==> src/rtl/vec_mem_sequencer.sv <==
// vec_mem_sequencer: arbitrates one byte-wide memory between pipe and host, serializing vector load/store into per-lane accesses (VEC_MEM_SEQ_ROUND_ROBIN_EN selects round-robin arbitration)
module vec_mem_sequencer #(
  parameter int vecSize = 4,
  parameter int registerSize = 8
) (
  input  logic                                  clk,
  input  logic                                  reset,
  input  logic                                  pipe_req,
  input  logic                                  pipe_we,
  input  logic [registerSize-1:0]               pipe_addr,
  input  logic [vecSize-1:0][registerSize-1:0]  pipe_wdata,
  output logic                                  pipe_gnt,
  output logic                                  pipe_done,
  input  logic                                  host_req,
  input  logic                                  host_we,
  input  logic [registerSize-1:0]               host_addr,
  input  logic [vecSize-1:0][registerSize-1:0]  host_wdata,
  output logic                                  host_gnt,
  output logic                                  host_done,
  output logic [vecSize-1:0][registerSize-1:0]  rdata,
  output logic                                  busy,
  output logic                                  mem_we,
  output logic [registerSize-1:0]               mem_addr,
  output logic [registerSize-1:0]               mem_wdata,
  input  logic [registerSize-1:0]               mem_rdata
);
  localparam int LW = vecSize > 1 ? $clog2(vecSize) : 1;
  localparam logic [LW-1:0] LAST_LANE = LW'(vecSize - 1);
  typedef enum logic [1:0] {IDLE, ACCESS, DRAIN, DONE} state_t;
  state_t state_q, state_d;
  logic [LW-1:0] lane_q, lane_d;
  logic we_q, we_d, host_q, host_d, pick_host, acc;
  logic [registerSize-1:0] addr_q, addr_d;
  logic [vecSize-1:0][registerSize-1:0] wdata_q, wdata_d, rdata_q, rdata_d;
`ifdef VEC_MEM_SEQ_ROUND_ROBIN_EN
  logic last_q, last_d;
  assign pick_host = host_req & (~pipe_req | ~last_q);
  assign last_d = (state_q == IDLE && (pipe_req || host_req)) ? pick_host : last_q;
  always_ff @(posedge clk or negedge reset)
    if (!reset) last_q <= 1'b1;
    else last_q <= last_d;
`else
  assign pick_host = host_req & ~pipe_req;
`endif
  always_comb begin
    state_d = state_q;
    lane_d = lane_q;
    we_d = we_q;
    host_d = host_q;
    addr_d = addr_q;
    wdata_d = wdata_q;
    rdata_d = rdata_q;
    case (state_q)
      IDLE: if (pipe_req || host_req) begin
        state_d = ACCESS;
        lane_d = '0;
        host_d = pick_host;
        we_d = pick_host ? host_we : pipe_we;
        addr_d = pick_host ? host_addr : pipe_addr;
        wdata_d = pick_host ? host_wdata : pipe_wdata;
      end
      ACCESS: begin
        if (!we_q && lane_q != '0) rdata_d[lane_q - LW'(1)] = mem_rdata;
        if (lane_q == LAST_LANE) state_d = we_q ? DONE : DRAIN;
        else lane_d = lane_q + LW'(1);
      end
      DRAIN: begin
        rdata_d[vecSize-1] = mem_rdata;
        state_d = DONE;
      end
      default: state_d = IDLE;
    endcase
  end
  always_ff @(posedge clk or negedge reset)
    if (!reset) begin
      state_q <= IDLE;
      lane_q <= '0;
      we_q <= 1'b0;
      host_q <= 1'b0;
      addr_q <= '0;
      wdata_q <= '0;
      rdata_q <= '0;
    end else begin
      state_q <= state_d;
      lane_q <= lane_d;
      we_q <= we_d;
      host_q <= host_d;
      addr_q <= addr_d;
      wdata_q <= wdata_d;
      rdata_q <= rdata_d;
    end
  assign acc = state_q == ACCESS;
  assign mem_we = acc & we_q;
  assign mem_addr = acc ? addr_q + registerSize'(lane_q) : '0;
  assign mem_wdata = acc ? wdata_q[lane_q] : '0;
  assign busy = state_q != IDLE;
  assign pipe_gnt = busy & ~host_q;
  assign host_gnt = busy & host_q;
  assign pipe_done = (state_q == DONE) & ~host_q;
  assign host_done = (state_q == DONE) & host_q;
  assign rdata = rdata_q;
endmodule
==> config.mk <==
export PLATFORM = sky130hd
export DESIGN_NAME = vec_mem_sequencer
export DESIGN_NICKNAME = d
export VERILOG_FILES = /design/src/rtl/vec_mem_sequencer.sv
export SDC_FILE = /design/constraint.sdc
export NUM_CORES = 1
export LEC_CHECK = 0
export CORE_ASPECT_RATIO = 0.5
export CORE_MARGIN = 2
export CORE_UTILIZATION = 48
export CTS_CLUSTER_SIZE = 8
export DETAILED_ROUTE_END_ITERATION = 8
export PLACE_DENSITY = 0.86
export SLEW_MARGIN = 0
export SYNTH_ARGS = -nofsm -noshare
export SYNTH_HDL_FRONTEND = slang
export SYNTH_SLANG_ARGS = --single-unit
==> constraint.sdc <==
create_clock -name clk -period 4.7 [get_ports clk]
set_input_delay 1.175 -clock clk [delete_from_list [all_inputs] [get_ports clk]]
set_output_delay 1.175 -clock clk [all_outputs]
set_load 0.02 [all_outputs]
== Word level (Yosys, flattened, before mapping) ==
Cells that the tools add are included.
Word-level totals
  register bits: 78
  input port bits: 94
  output and inout bits: 54
  logic and storage cells: 68
Operators by class
  add/subtract/negate cells: 3
  order comparisons: 3
  eq/ne operators: 8
  mux-type cells: 19
  bitwise logic cells: 8
  reductions and logical operators: 14
Operators by type and width (count)
  32-bit 2-to-1 mux: 2
  8-bit 2-to-1 mux: 5
  32-bit bitwise mux: 1
  8-bit binary-select mux with 2-bit select: 1
  8-bit demux with 2-bit select: 1
  8-bit case mux with 2 select lines: 1
  8-bit by 2-bit adder with 8-bit output: 1
  2-bit 2-to-1 mux: 4
  2-bit AND reduction: 4
  2-bit nonzero test: 4
  1-bit AND: 6
  2-bit equality test (second input constant): 3
  2-bit by 3-bit less-than comparator with 1-bit output (second input constant): 2
  2-bit case mux with 3 select lines: 1
  2-bit by 1-bit inequality test with 1-bit output (second input constant): 2
  2-bit inequality test (second input constant): 2
  2-bit case mux with 2 select lines: 1
  3-bit AND reduction: 1
  2-bit by 1-bit adder with 2-bit output (second input constant): 1
  2-bit by 1-bit equality test with 1-bit output (second input constant): 1
  2-bit by 1-bit >= comparator with 1-bit output (second input constant): 1
  1-bit logical AND: 2
  2-bit zero test: 1
  1-bit 2-to-1 mux: 2
  other kinds (4): 5

== Logic depth before layout (Yosys ltp) ==
  depth after elaboration: 8
  mapped depth: 7
  mapped depth without buffers: 5

== Least setup slack after synthesis ==
Ideal clock, no wire load.
  path kind: register to output
  start point: register lane_q[0]
  end point: output port mem_addr[6]
  data arrival time: 1.778 ns
  data required time: 3.525 ns
  setup slack: 1.747 ns
  cell stages (with the launch flop): 6
  buffers on the path: 0
  cells stage by stage: dfrtp_1 -> ha_1 -> fa_1 -> inv_1 -> or3_2 -> a21oi_1
On the way
  cells in the longest elaborated chain, start to end: 2
Ends and longest elaborated chain
  start: declaration: RTL line 31  | logic [LW-1:0] lane_q, lane_d;
  start signal: assignment: RTL line 85  | lane_q <= lane_d;
  8-bit by 2-bit adder with 8-bit output: RTL line 94  | assign mem_addr = acc ? addr_q + registerSize'(lane_q) : '0;
  8-bit 2-to-1 mux: RTL line 94
  end: declaration: RTL line 23  | output logic [registerSize-1:0] mem_addr,
Every way passes these cells.

== Worst setup path after layout ==
  start point: register lane_q[1]
  end point: output port mem_addr[6]
Same word-level chain as after synthesis.

==> results.yml <==
outcome:
  outcome: "complete, no violations"
cts:
  ctsResizeCount: 0
  clk_pin_slew_ps: 60
  numClockSinks: 78
  postCtsHoldBufs: 0
  cts_buffers: 9
  root_buffer: "clkbuf_16"
  cts_setup_buffers: 0
  clkLatencyLatePin_ps: 330
  cts_buffer_depth: 2
  cts-htree-levels: 3
  cts_tree: "yes"
power_and_ir_drop:
  power.density_nw_per_um2: 595
  total_power_mw: 3.45
  p_leak_nw: 2.50
  peakVddDrop_v: 0.000299
routing:
  routed_wl_um: 9220
  via_count: 3054
  wl_per_cell_um: 15.3
  drc: 0
  firstDrtPassIters: 5
  viasPerCell: 5.07
  drt_iter0_markers: 146
  ant_nets: 0
yosys:
  synthFlopType: "dfrtp_1"
  async_reset_ff_frac: 1.00
  syn_inst: 345
  syn_area_per_cell_um2: 11.5
  synth-edff-count: 0
  syn-num-nets: 453
  synth_cell_types: 35
  ys_ff_latch: 78
  syn_area_um2: 3970
  ys.warnings.count: 0
  synth.yosys.seq_area_share: 0.492
grt:
  grt_pass1_wl_um: 14800
  antenna_found_initial: 0
  grt_pass1_vias: 2909
  track_usage: 0.212
  grt_overflow: 0
  grt_max_degree: 83
min_path:
  hp-class: "reg2reg"
critical_path:
  crit_chain: "fa_1, inv_1, or3_2, a21oi_1, clkdlybuf4s50_1"
  endpoint_kind: "primary output"
  cp.required_ps: 3520
  worstPathArrival_ps: 2740
  start_kind: "flip-flop"
  criticalPathCategory: "reg2out"
  cp_max_fo: 15
  slowest_delay_ps: 750
  cp_slowest_cell: "dfrtp_1"
floorplanning:
  die_w_um: 133
  chipHeight_um: 68.3
  start_util: 0.496
  coreArea_um2: 8000
  fp.dieArea_um2: 9050
  ios: 148
  num_rows: 23
placement:
  dp_hpwl_um: 6730
  io_buffers: 147
  globalplace.congestion: 0.819
  placed_cell_area_um2: 5510
  dpl_worst_slack_ps: 1150
timing:
  grt_setup_unrepaired: "false"
  worst_pin_slew_ps: 961
  finalSetupTns_ps: 0
  max-slew-margin-rel: 0.360
  worst_slack_ps: 781
  finalSetupViolCount: 0
  slew_viol_final: 0
  fin_crit_ps: 3920
  hold_violations: 0
  skew_ps: 6.26
  hold_slack_ps: 478
  min_period_over_period: 0.834
  fmax_ghz: 0.255
layout:
  syn2layout_area_growth_pct: 46.3
  drive_above_1_share: 0.139
  stdcell_area_um2: 5800
  antenna_cells: 0
  fillCellCount: 569
  nNetsFinal: 593
flow_run:
  cap_violations: 0
==> layout make-up <==
type,count,area (µm²),area share
flip-flops and latches,78,1950,0.336
multi-input cells,236,1880,0.325
repair buffers,150,1490,0.257
clock buffers,9,225,0.0388
well taps,112,140,0.0241
clock inverters,7,73.8,0.0127
inverters,10,37.5,0.00647
==> flip-flops by register name, indices dropped and copies added, names as in the netlist <==
| name | count |
|---|---|
| wdata_q | 32 |
| host_q | 1 |
| we_q | 1 |
| rdata | 32 |
| lane_q | 2 |
| addr_q | 8 |
| state_q | 2 |
==> cells in the mapped netlist, drive strengths merged, types with 2 or more instances <==
library cell | instances | area share
and3 | 3 | 0.0047
buf | 14 | 0.021
clkbuf | 7 | 0.0066
a22o | 2 | 0.0044
mux2i | 41 | 0.10
nor2b | 3 | 0.0047
ha | 13 | 0.041
a21oi | 8 | 0.010
inv | 9 | 0.0085
nand2 | 42 | 0.040
mux4 | 8 | 0.045
dfrtp | 78 | 0.49
and2 | 12 | 0.019
a21o | 2 | 0.0038
nand3 | 2 | 0.0025
nor2 | 5 | 0.0047
or3 | 3 | 0.0050
mux2 | 34 | 0.097
o21ai | 47 | 0.060
==> worst max-delay path: cells and delay by family (launching register included) <==
kind                     cells  cell delay (ps)
AO/OA/AOI/OAI                1              160
adder cells (fa/ha/maj)      1              350
buffers and inverters        2              680
flip-flops                   1              750
AND/OR/NAND/NOR              1              460
==> stage by stage <==
stage,utilization,instances
2_1_floorplan,-,345
3_3_place_gp,0.688,586
3_5_place_dp,0.688,586
4_1_cts,0.726,602
5_1_grt,0.726,602
6_report,0.726,602
==> layer usage <==
layer	vias to the layer above	track usage	wire length, µm
met5	-	0	0
met4	0	0.0766	139
met3	14	0.0459	368
met2	77	0.369	4600
met1	1462	0.271	4100
li1	1501	-	-
==> kinds of logic (layout without fill, tap and decap cells) <==
| family | Yosys count | count (layout) | share of synthesized area |
|---|---|---|---|
| AO/OA/AOI/OAI | 62 | 62 | 0.0839 |
| XOR/XNOR | 2 | 2 | 0.00442 |
| adder cells (fa/ha/maj) | 14 | 14 | 0.0461 |
| buffers and inverters | 31 | 176 | 0.0375 |
| flip-flops | 78 | 78 | 0.492 |
| multiplexers | 83 | 83 | 0.245 |
| AND/OR/NAND/NOR | 75 | 75 | 0.0905 |
==> placed cells by master, fill, tap and decap left out, types with 3 or more instances in the layout <==
| master | n |
|---|---|
| buf_4 | 4 |
| nand2_1 | 42 |
| mux2i_1 | 41 |
| nor2_1 | 5 |
| o21ai_0 | 45 |
| clkbuf_16 | 9 |
| and2_1 | 12 |
| inv_1 | 9 |
| dfrtp_1 | 78 |
| mux2_2 | 34 |
| ha_1 | 13 |
| a21oi_1 | 8 |
| clkdlybuf4s50_1 | 146 |
| and3_1 | 3 |
| mux4_2 | 8 |
==> path summary, 6_finish.rpt <==
kind | startpoint | to | slack [ps] | cells after the start
max reg2reg | state_q[1]$_DFFE_PN0P_ | rdata[27]$_DFFE_PN0P_ | 2100 | 5
max in group asynchronous | reset | rdata[29]$_DFFE_PN0P_ | 3080 | 1
min reg2reg | wdata_q[6]$_DFFE_PN0P_ | wdata_q[6]$_DFFE_PN0P_ | 480 | 2
min | wdata_q[6]$_DFFE_PN0P_ | wdata_q[6]$_DFFE_PN0P_ | 480 | 2
max | lane_q[1]$_DFFE_PN0P_ | mem_addr[6] | 780 | 5
min in group asynchronous | reset | addr_q[6]$_DFFE_PN0P_ | 970 | 1
==> where the power goes <==
group / switching, mW / internal, mW
clock network: 0.277 / 0.413
logic: 0.768 / 0.800
registers: 0.214 / 0.982
Power figures use the tool's default switching activity.
